**src/rtl/wrr_arbiter_n.sv**
```systemverilog
// N-way weighted round-robin arbiter with strict-priority mode.
// Grants are combinational; owner and remaining quantum are the only state.
module wrr_arbiter_n #(
  parameter int N    = 4,
  parameter int WT_W = 5,
  localparam int IDX_W = $clog2(N)
) (
  input  logic              clk,
  input  logic              reset,
  input  logic              mode_strict,
  input  logic [N-1:0]      req,
  input  logic [N*WT_W-1:0] wt,
  input  logic              gnt_busy,
  output logic [N-1:0]      gnt,
  output logic [IDX_W-1:0]  gnt_idx,
  output logic              gnt_vld,
  output logic              gnt_last
);

  logic [IDX_W-1:0] r_owner;
  logic             r_owner_vld;
  logic [WT_W-1:0]  r_wt_left;

  logic [N-1:0]     w_req_eff;
  logic             w_any;
  logic             w_hold;
  logic             w_fire;
  logic             w_found;
  logic [IDX_W-1:0] w_start;
  logic [IDX_W-1:0] w_sel;
  logic [IDX_W-1:0] w_idx;
  logic [WT_W-1:0]  w_wt_sel;
  logic [WT_W-1:0]  w_left_nxt;

  // A zero weight disables a requester in WRR; strict mode ignores weights.
  always_comb begin
    w_req_eff = '0;
    for (int i = 0; i < N; i++) begin
      w_req_eff[i] = req[i] & (mode_strict | (wt[i*WT_W +: WT_W] != '0));
    end
  end

  assign w_any  = |w_req_eff;
  assign w_hold = !mode_strict && r_owner_vld && w_req_eff[r_owner] &&
                  (r_wt_left != '0);

  // Strict mode searches from 0, which makes the cyclic search a priority encoder.
  always_comb begin
    w_start = '0;
    if (r_owner_vld && !mode_strict) begin
      w_start = (r_owner == IDX_W'(N-1)) ? '0 : r_owner + 1'b1;
    end
  end

  always_comb begin
    int j;
    w_found = 1'b0;
    w_sel   = '0;
    j       = 0;
    for (int k = 0; k < N; k++) begin
      j = int'(w_start) + k;
      if (j >= N) j = j - N;
      if (!w_found && w_req_eff[j]) begin
        w_found = 1'b1;
        w_sel   = IDX_W'(j);
      end
    end
  end

  assign w_idx    = w_hold ? r_owner : w_sel;
  assign w_wt_sel = wt[w_idx*WT_W +: WT_W];

  always_comb begin
    w_left_nxt = '0;
    if (mode_strict) begin
      w_left_nxt = '0;
    end else if (w_hold) begin
      w_left_nxt = r_wt_left - 1'b1;
    end else if (w_wt_sel != '0) begin
      w_left_nxt = w_wt_sel - 1'b1;
    end
  end

  // Handshake: gnt_vld is the valid, !gnt_busy is the ready; a grant is
  // presented and state advances only in a cycle where both hold.
  assign w_fire   = !gnt_busy && w_any;
  assign gnt      = w_fire ? ({{(N-1){1'b0}}, 1'b1} << w_idx) : '0;
  assign gnt_idx  = w_fire ? w_idx : '0;
  assign gnt_vld  = w_fire;
  assign gnt_last = w_fire && (w_left_nxt == '0);

  always_ff @(posedge clk) begin
    if (reset) begin
      r_owner     <= '0;
      r_owner_vld <= 1'b0;
      r_wt_left   <= '0;
    end else if (w_fire) begin
      r_owner     <= w_idx;
      r_owner_vld <= 1'b1;
      r_wt_left   <= w_left_nxt;
    end
  end

endmodule

```
**config.mk**
```make
export PLATFORM = sky130hd
export DESIGN_NAME = wrr_arbiter_n
export DESIGN_NICKNAME = d
export VERILOG_FILES = /design/src/rtl/wrr_arbiter_n.sv
export SDC_FILE = /design/constraint.sdc
export NUM_CORES = 1
export LEC_CHECK = 0
export BUFFER_PORTS_ARGS = -buffer_cell sky130_fd_sc_hd__buf_2
export CORE_UTILIZATION = 35
export CTS_CLUSTER_DIAMETER = 150
export DETAILED_ROUTE_END_ITERATION = 8
export GPL_ROUTABILITY_DRIVEN = 0
export PLACE_DENSITY = 0.55
export SKIP_LAST_GASP = 1
export SLEW_MARGIN = 0
export SYNTH_ARGS = -nofsm -noshare
export SYNTH_HDL_FRONTEND = slang
export SYNTH_SLANG_ARGS = --single-unit
```
**constraint.sdc**
```tcl
create_clock -name clk -period 6.25 [get_ports clk]
set_input_delay 0.625 -clock clk [delete_from_list [all_inputs] [get_ports clk]]
set_output_delay 0.625 -clock clk [all_outputs]
set_load 0.01 [all_outputs]
```
After elaboration in Yosys (flattened, before gate mapping)
Index checks and enable logic that the tools add are counted.

Register bits: 8. Bits in latches: 0. Bits in writable memories: 0. Bits in read-only memories: 0. Input bits: 28. Output and inout bits: 8. Logic and storage cells: 88. Memories: 0.

Add/subtract/negate cells: 10. Multiply operators: 1. Divide/modulo/power cells: 0. Magnitude comparators: 9. Equal/unequal tests: 1. Shifts and indexed selects: 2. Multiplexer cells: 33. Bitwise gates (word level): 8. Reductions and logical operators: 21.

Operators by type and width (number): $lt A32 B4 Y1 const B (4); $mux W32 (4); $reduce_bool A5 Y1 (6); $shiftx A20 B6 Y5 (1); $mux W2 (8); $mux W5 (3); $mux W1 (12); $sub A3 B3 Y4 const B (3); $bmux W1 S2 (5); $sub A5 B1 Y5 const B (2); $ge A3 B3 Y1 const B (3); $logic_and A1 B1 Y1 (8); $add A2 B2 Y3 const B (2); $logic_not A1 Y1 (5); $logic_not A5 Y1 (1); $mul A2 B3 Y5 const B (1); $and A1 B1 Y1 (4); $mux W4 (1); $or A1 B1 Y1 (4); $reduce_or A4 Y1 (1); $shl A1 B2 Y4 const A (1); $sub A2 B3 Y4 const B (1); $add A2 B1 Y3 const B (1); $ge A2 B3 Y1 const B (1); other kinds (3) (3).

Depth between registers and ports, before layout
Gate-level depths: netlist of the first run.

Word-level depth: 27. Depth in mapped cells: 15. Depth with buffers taken out: 15.

Least setup slack after synthesis of the first run
OpenSTA, ideal clock, no wires.

Path type: in2out. Start: input wt[11]. End: output gnt_last. Data arrival time: 4.363 ns. Required time: 5.625 ns. Path slack: 1.262 ns. Cell stages on the path: 13. Cells stage by stage: or4_1 o31ai_2 nor2_1 a2111o_1 a31oi_4 mux4_2 inv_1 ha_1 inv_1 nor3_1 mux2i_1 a21boi_0 o41ai_1.

Word-level cells in the longest chain between the ends: 25. Elaborated cells between the ends (all ways): 44.

Ends and longest elaborated chain: from (decl) (line 12) `input logic [N*WT_W-1:0] wt,`; $reduce_bool A5 Y1 (line 39) `w_req_eff[i] = req[i] & (mode_strict | (wt[i*WT_W +: WT_W] != '0));`; $or A1 B1 Y1 (line 39); $and A1 B1 Y1 (line 39); $bmux W1 S2 (line 63) `if (!w_found && w_req_eff[j]) begin`; $mux W1 (implied by the code) (2 in a row) (line 63); $mux W1 (line 63); $logic_not A1 Y1 (line 63); $logic_and A1 B1 Y1 (line 63); (+8 left out); $mul A2 B3 Y5 (line 71) `assign w_wt_sel = wt[w_idx*WT_W +: WT_W];`; $shiftx A20 B6 Y5 (line 71); $sub A5 B1 Y5 or $reduce_bool A5 Y1 (tied branches) (line 80, 79); $mux W5 (line 79) `end else if (w_wt_sel != '0) begin`; $mux W5 (line 77) `end else if (w_hold) begin`; $mux W5 (line 75) `if (mode_strict) begin`; $logic_not A5 Y1 (line 90) `assign gnt_last = w_fire && (w_left_nxt == '0);`; $logic_and A1 B1 Y1 (*) (line 90); to (decl) (line 17) `output logic gnt_last`.

Every way passes the cells marked *; elsewhere a longest branch is shown, timed or not. The select of a mux whose other input is x is not followed.

Worst setup path after layout of the first run
Start: register r_owner[0]. End: output gnt_last.

Word-level cells in the longest chain between the ends: 27. Elaborated cells between the ends (all ways): 58.

Ends and longest elaborated chain: from (decl) (line 20) `logic [IDX_W-1:0] r_owner;`; from (signal assigned) (line 98) `r_owner <= w_idx;`; parallel branches: the longest is 23 deep, another holds $sub A3 B3 Y4; $mux W5 (*) (line 77); $mux W5 (*) (line 75); $logic_not A5 Y1 (*) (line 90); $logic_and A1 B1 Y1 (*) (line 90).

Mark *: on every way between the ends. The select of a mux whose other input is x is not followed.

==> flow_summary.json, run 1 <==
{
  "cp_max_fo": 10,
  "rsz0062_at_grt": "no",
  "slew_headroom": 0.5309,
  "worstSetupPathType": "flip-flop to output port",
  "power_density_nw_per_um2": 171.0,
  "grt_pass1_vias": 1250,
  "vdd_drop_max_uv": 116.7,
  "dieArea_sq_um": 3463,
  "dp_slack_ps": 786.2,
  "async_reset_ff_frac": 0,
  "htreeDepth": 1,
  "nets": 215,
  "synth_commonest_cells": "nor2_1, nand2_1, inv_1, mux2i_1",
  "finalClockSkew_ps": 3.163,
  "synth_area_per_cell_sq_um": 7.642,
  "rows": 20,
  "postCtsSetupBuffers": 0,
  "cts_resized": 0,
  "yosysMostFrequentCell": "nor2_1",
  "netlist_instances": 148,
  "tightestPinTransition_ps": 698.3,
  "drc_errors": 0,
  "outcome": "completed",
  "io_buffers": 35,
  "clk_pin_slew_ps": 50,
  "synthTopCellsByArea": "dfxtp_1, mux4_2, mux2i_1, nor2_1, ha_1",
  "synth_area_sq_um": 1131,
  "hp-class": "flip-flop to flip-flop",
  "yosys_register_bits": 8,
  "first_pass_iters": 4,
  "ant_nets": 0,
  "start_kind": "flip-flop",
  "worstSetupEndpointType": "output port",
  "ys_types": 43,
  "holdBufCountCts": 0,
  "drv_cap": 0,
  "routed_wl_mm": 3.320,
  "fill_cells": 329,
  "syn-num-nets": 180,
  "die_h_um": 58.85,
  "globalRouteTotalUtil": 0.2066,
  "overflow": 0,
  "finalSetupViolCount": 0,
  "core_area_sq_um": 3053,
  "cts_inserted_buffers": 3,
  "grt_pass1_wl_mm": 5.520,
  "clkLatencyLatePin_ps": 250,
  "cp.required_ps": 5620,
  "wl_per_cell_um": 14.76,
  "num_antenna_cells": 0,
  "drive_gt1_frac": 0.2652,
  "antenna_found_initial": 0,
  "initial_core_util": 0.3705,
  "clk_path_buf_depth": 2,
  "drt_iter0_drc": 104,
  "synth_edf_count": 0,
  "reg2reg_depth": 14,
  "hold_violations": 0,
  "layout_min_cycle_time_ps": 5757,
  "whs_path_depth": 2,
  "io_pins": 36,
  "netlist.top_cell.by_area": "dfxtp_1",
  "fmax_mhz": 173.7,
  "synth_top_area_frac": 0.1416,
  "yosysSeqAreaShare": 0.1416,
  "fin_setup_tns_ps": 0,
  "grt_max_degree": 13,
  "cts_tree": "done",
  "cts-root-buf": "clkbuf_4",
  "worst_hold_slack_ps": 476.7,
  "drv_slew": 0,
  "fin_crit_sh": 0.9211,
  "ys_warn_count": 0,
  "cts.sinks": 8,
  "vias": 1301,
  "synth_ff_type": "dfxtp_1",
  "hpwlAfterDp_mm": 2.765,
  "fp.dieW_um": 58.85,
  "area_growth_pct": 20.69,
  "leakagePower_nw": 0.5701,
  "timing.final.ws_setup_ps": 493.4,
  "viasPerCell": 5.782,
  "crit_arrival_ps": 5130
}
## placed cells by master, fill, tap and decap left out, types with 5 or more instances in the layout
| cell type | synthesis | layout |
|---|---|---|
| or4_1 | 5 | 5 |
| nand2_1 | 12 | 12 |
| buf_2 | 0 | 35 |
| o21ai_0 | 6 | 6 |
| inv_1 | 10 | 10 |
| dfxtp_1 | 8 | 8 |
| a21oi_1 | 8 | 8 |
| mux2i_1 | 9 | 9 |
| nor3_1 | 8 | 8 |
| nor2_1 | 20 | 20 |
| mux4_2 | 5 | 5 |
## worst max-delay path, stage by stage (launching register included)
cell and delay [ps]:
dfxtp_1 510, ha_1 370, or3_1 370, a21oi_1 460
mux2i_1 180, a2111o_1 450, a31oi_4 410, mux4_2 620
inv_1 110, ha_1 200, inv_1 60, nor3_1 240
mux2i_1 250, a21boi_0 110, o41ai_1 360, buf_2 180
## final timing paths
kind                            slack, ps    startpoint      endpoint
worst max register to register       1490    r_owner[0]  r_wt_left[0]
worst max-delay path                  490    r_owner[0]      gnt_last
worst min-delay path                  480  r_wt_left[4]  r_wt_left[4]
worst min register to register        480  r_wt_left[4]  r_wt_left[4]
## logic make-up after synthesis
logic type                 after synthesis  share of synthesized area
and+or+nand+nor                         59                     0.2522
AOI/OAI and AO/OA                       45                     0.3097
buffers and inverters                   15                    0.04978
muxes                                   14                     0.1792
DFF                                      8                     0.1416
adders and majority gates                4                    0.04425
xor gates and xnor gates                 3                    0.02323
## layer usage
metal,vias up,wire length [um],GRT usage
li1,639,-,-
met1,613,1463,0.2581
met2,47,1662,0.3653
met3,2,172,0.04835
met4,0,21,0.03401
met5,-,0,0
## where the power goes
part	leakage [nW]	internal, mW	switching [mW]
Clock	0.0138	0.0219	0.0166
Sequential	0.0656	0.0554	0.00551
Combinational	0.491	0.0584	0.0755
Total	0.570	0.136	0.0977
## sequential cells by signal (all words and copies together) (netlist names)
register	flops
r_wt_left	5
r_owner	2
r_owner_vld	1
## through the flow
step | instance area (sq um) | cells | power (mW) | utilization
after floorplan | 1131 | 148 | 0.1585 | -
after global placement | 1343 | 222 | 0.1911 | 0.4398
after detailed placement | 1343 | 222 | 0.1944 | 0.4398
after CTS | 1365 | 225 | 0.2342 | 0.4471
after global routing | 1365 | 225 | 0.2520 | 0.4471
final | 1365 | 225 | 0.2334 | 0.4471
## area by class of cell
class	count	area (sq um)	share of cell area
timing repair buffer	35	175.2	0.1283
tap	44	55.05	0.04033
multi-input combinational	125	914.6	0.6700
inverter	10	37.54	0.02750
sequential	8	160.2	0.1173
clock buffer	3	22.52	0.01650
Power figures use the tool's default switching activity.
==> run 2: changes to the inputs <==
MAX_ROUTING_LAYER = met4   (was unset)
==> run 2 against run 1 <==
Maximum frequency hardly changed; register-to-register slack hardly changed; combinational power hardly changed; total power hardly changed; hold slack stayed put; worst setup slack worse by 2.5 ps; cell count stayed put; core utilization stayed put; routed wire length is 0.12% lower; critical path type unchanged; critical endpoint unchanged.
==> flow_summary.json, run 2 (synthesized netlist as in run 1, its figures left out) <==
{
  "worst_hold_slack_ps": 476.7,
  "holdBufCountCts": 0,
  "timing.final.ws_setup_ps": 490.9,
  "die_h_um": 58.85,
  "route.met3.wl_um": 126,
  "dp_slack_ps": 786.2,
  "layout_common_cells": "buf_2, nor2_1, nand2_1",
  "biggestRegsByFlops": "r_wt_left (5), r_owner (2), r_owner_vld (1)",
  "pwr-share-clk": 0.165,
  "start_kind": "flip-flop",
  "antenna_found_initial": 0,
  "finalSetupViolCount": 0,
  "viasPerCell": 5.729,
  "cp_num_cells": 15,
  "cp_max_fo": 10,
  "worstSetupEndpointType": "output port",
  "drc_errors": 0,
  "clk_path_buf_depth": 2,
  "hold_violations": 0,
  "overflow": 0,
  "reg2reg_depth": 14,
  "hpwlAfterDp_mm": 2.765,
  "crit_chain": "ha_1, or3_1, a21oi_1, mux2i_1, a2111o_1, a31oi_4, mux4_2, inv_1, ha_1, inv_1, nor3_1, mux2i_1, a21boi_0, o41ai_1, buf_2",
  "worst-path-buf-inv": 3,
  "leakagePower_nw": 0.5701,
  "rows": 20,
  "comb_power_share": 0.574,
  "io_pins": 36,
  "grt_pass1_wl_mm": 5.520,
  "num_antenna_cells": 0,
  "cp_slowest_cell": "mux4_2",
  "grt_pass1_vias": 1249,
  "vias": 1289,
  "clk_pin_slew_ps": 50,
  "power_switching_share": 0.4185,
  "cts.sinks": 8,
  "io_buffers": 35,
  "cts_inserted_buffers": 3,
  "fin_setup_tns_ps": 0,
  "tightestPinTransition_ps": 698.4,
  "crit_arrival_ps": 5130,
  "core_area_sq_um": 3053,
  "drive_gt1_frac": 0.2652,
  "drv_cap": 0,
  "routed_wl_mm": 3.316,
  "nets": 215,
  "grt_max_degree": 13,
  "drt_iter0_drc": 86,
  "top_register": "r_wt_left",
  "area_growth_pct": 20.69,
  "fin_crit_sh": 0.9215,
  "cp_top_family": "compound AO/OA/AOI/OAI gates",
  "finalClockSkew_ps": 3.163,
  "drv_slew": 0,
  "max_stage_delay_ps": 620,
  "switchingPower_uw": 97.69,
  "cp.required_ps": 5620,
  "worstSetupPathType": "flip-flop to output port",
  "postCtsSetupBuffers": 0,
  "wl_per_cell_um": 14.74,
  "first_pass_iters": 4,
  "slew_headroom": 0.5308,
  "dieArea_sq_um": 3463,
  "internal_power_uw": 135.8,
  "fp.dieW_um": 58.85,
  "htreeDepth": 1,
  "p_seq_frac": 0.261,
  "cts_tree": "done",
  "power_density_nw_per_um2": 171.0,
  "hp-class": "flip-flop to flip-flop",
  "rsz0062_at_grt": "no",
  "globalRouteTotalUtil": 0.2128,
  "layout_min_cycle_time_ps": 5759,
  "wl_met1_mm": 1.503,
  "stdcell_count": 225,
  "placed_cells": 222,
  "whs_path_depth": 2,
  "wl_met2_mm": 1.664,
  "vdd_drop_max_uv": 116.7,
  "clkLatencyLatePin_ps": 250,
  "fmax_mhz": 173.6,
  "outcome": "completed",
  "initial_core_util": 0.3705,
  "cts_resized": 0,
  "final_common_cell": "buf_2",
  "routed.top_layer": "met4",
  "largest_register_ff_count": 5,
  "ant_nets": 0,
  "cts-root-buf": "clkbuf_4"
}
run 2: cell counts in the layout (fill, tap and decap cells not counted):
No cell type changed its count.
run 2: layer usage:
| layer | vias up | global-route usage |
|---|---|---|
| li1 | 638 | - |
| met2 | 40 | 0.3653 |
| met1 | 609 | 0.2581 |
| met4 | 0 | 0.03401 |
| met3 | 2 | 0.04835 |
| met5 | - | - |
run 2: final timing paths:
path	startpoint	end	slack, ps
max	r_owner[0]	gnt_last	490
min	r_wt_left[4]	r_wt_left[4]	480
max reg2reg	r_owner[0]	r_wt_left[0]	1490
min reg2reg	r_wt_left[4]	r_wt_left[4]	480
run 2: final cells by class:
cell class,count,area (sq um)
Inverter,10,37.54
Sequential cell,8,160.2
Multi-Input combinational cell,125,914.6
Tap cell,44,55.05
Timing Repair Buffer,35,175.2
Clock buffer,3,22.52
Fill cell,329,1688
run 2: tightest hold or removal path: stages (launching register included):
cell and delay [ps]:
dfxtp_1 320, nand2_1 60, a21oi_1 50
run 2: per-stage QoR:
stage / area, sq um / total power [mW] / utilization
3_3_place_gp: 1343 / 0.1911 / 0.4398
2_1_floorplan: 1131 / 0.1585 / -
4_1_cts: 1365 / 0.2342 / 0.4471
5_1_grt: 1365 / 0.2520 / 0.4471
3_5_place_dp: 1343 / 0.1944 / 0.4398
6_report: 1365 / 0.2335 / 0.4471
run 2: power groups by stage:
stage / logic [mW] / clock network (mW) / registers (mW)
3_3_place_gp: 0.129 / 0 / 0.0619
3_5_place_dp: 0.132 / 0 / 0.0620
5_1_grt: 0.146 / 0.0440 / 0.0619
6_report: 0.134 / 0.0386 / 0.0609
4_1_cts: 0.133 / 0.0402 / 0.0609
2_1_floorplan: 0.0988 / 0 / 0.0597
==> run 3: changes to the inputs <==
REMOVE_ABC_BUFFERS = 1   (was unset)
==> run 3 against run 2 <==
Critical path depth unchanged; register-to-register slack improved by 80 ps; hold slack improved by 2.5 ps; largest power group unchanged; first-iteration DRC count decreased by 21%; sequential share of layout area unchanged; critical endpoint unchanged; largest cell class unchanged.
==> flow_summary.json, run 3 (synthesized netlist as in run 1, its figures left out) <==
{
  "drc_errors": 0,
  "hp-class": "flip-flop to flip-flop",
  "cts_tree": "done",
  "placed_cells": 222,
  "grt_pass1_vias": 1178,
  "drive_gt1_frac": 0.2652,
  "hpwlAfterDp_mm": 2.651,
  "fin_setup_tns_ps": 0,
  "worstSetupEndpointType": "output port",
  "drt_iter0_drc": 68,
  "ant_nets": 0,
  "antenna_found_initial": 0,
  "biggestRegsByFlops": "r_wt_left (5), r_owner (2), r_owner_vld (1)",
  "stdcell_count": 225,
  "crit_chain": "ha_1, or3_1, a21oi_1, mux2i_1, a2111o_1, a31oi_4, mux4_2, inv_1, ha_1, inv_1, nor3_1, mux2i_1, a21boi_0, o41ai_1, buf_2",
  "fin_crit_sh": 0.9050,
  "viasPerCell": 5.867,
  "io_pins": 36,
  "fmax_mhz": 176.8,
  "io_buffers": 35,
  "initial_core_util": 0.3705,
  "final_common_cell": "buf_2",
  "grt_pass1_wl_mm": 5.340,
  "hold_violations": 0,
  "tightestPinTransition_ps": 733.8,
  "holdBufCountCts": 0,
  "routed_wl_mm": 3.287,
  "largest_register_ff_count": 5,
  "outcome": "completed",
  "rows": 20,
  "cp_slowest_cell": "mux4_2",
  "cts-root-buf": "clkbuf_4",
  "power_density_nw_per_um2": 170.6,
  "overflow": 0,
  "nets": 215,
  "finalSetupViolCount": 0,
  "drv_slew": 0,
  "postCtsSetupBuffers": 0,
  "min_from": "r_wt_left[4]",
  "drv_cap": 0,
  "die_h_um": 58.85,
  "crit_arrival_ps": 5030,
  "max_stage_delay_ps": 620,
  "rrSetupSlack_ps": 1570,
  "cts_resized": 0,
  "core_area_sq_um": 3053,
  "vias": 1320,
  "startpoint": "r_owner[0]",
  "clk_path_buf_depth": 2,
  "cp_max_fo": 10,
  "first_pass_iters": 4,
  "cp.required_ps": 5620,
  "dieArea_sq_um": 3463,
  "cts_inserted_buffers": 3,
  "vdd_drop_max_uv": 70.98,
  "wl_per_cell_um": 14.61,
  "slew_headroom": 0.5070,
  "globalRouteTotalUtil": 0.2048,
  "finalClockSkew_ps": 0.8823,
  "grt_max_degree": 13,
  "top_register": "r_wt_left",
  "rsz0062_at_grt": "no",
  "timing.rr.start": "r_owner[0]",
  "num_antenna_cells": 0,
  "leakagePower_nw": 0.5701,
  "fill_cells": 320,
  "layout_common_cells": "buf_2, nor2_1, nand2_1",
  "fp.dieW_um": 58.85,
  "cts.sinks": 8,
  "clkLatencyLatePin_ps": 250,
  "area_growth_pct": 20.69,
  "cp_top_family": "compound AO/OA/AOI/OAI gates",
  "start_kind": "flip-flop",
  "worstSetupPathType": "flip-flop to output port",
  "htreeDepth": 1,
  "clk_pin_slew_ps": 50,
  "worst-path-buf-inv": 3,
  "layout_min_cycle_time_ps": 5656
}
-- run 3: worst reg2reg max path, stage by stage, from the launching register on --
cell,delay [ps]
dfxtp_1,490
ha_1,360
or3_1,370
a21oi_1,420
mux2i_1,200
a2111o_1,450
a31oi_4,390
mux4_2,620
inv_1,100
ha_1,170
inv_1,70
o41ai_2,510
a21oi_1,130
o21ai_1,200
a21oi_1,80
-- run 3: power breakdown --
part | internal [mW] | switching, mW | total [mW] | leakage, nW
sequential | 0.0554 | 0.00570 | 0.0611 | 0.0656
combinational | 0.0584 | 0.0754 | 0.134 | 0.491
clock | 0.0219 | 0.0161 | 0.0380 | 0.0138
-- run 3: metrics by stage --
stage	setup slack [ps]	hold slack (ps)	instance area [sq um]	utilization	total power, mW
after global routing	155.8	485.2	1365	0.4471	0.2512
after detailed placement	835.1	471.4	1343	0.4398	0.1938
after floorplan	1262	439.9	1112	-	0.1564
after global placement	860.2	460.3	1343	0.4398	0.1932
final	593.6	479.2	1365	0.4471	0.2329
after CTS	585.2	478.6	1365	0.4471	0.2328
-- run 3: cell type report --
cell class / count / area [sq um] / share of cell area
clock buffers: 3 / 22.52 / 0.01650
flip-flops and latches: 8 / 160.2 / 0.1173
repair buffers: 35 / 175.2 / 0.1283
multi-input cells: 125 / 914.6 / 0.6700
well taps: 44 / 55.05 / 0.04033
inverters: 10 / 37.54 / 0.02750
-- run 3: routing by layer --
layer,vias to the layer above,global-route usage,share of wire
li1,635,-,-
met3,4,0.01319,0.056
met1,619,0.2730,0.45
met4,0,0.05102,0.0055
met2,62,0.3377,0.49
met5,-,-,0
-- run 3: path summary, 6_finish.rpt --
check                                    end  cells past startpoint
worst min register to register  r_wt_left[4]                      2
worst max-delay path                gnt_last                     15
worst max register to register  r_wt_left[3]                     14
worst min-delay path            r_wt_left[4]                      2
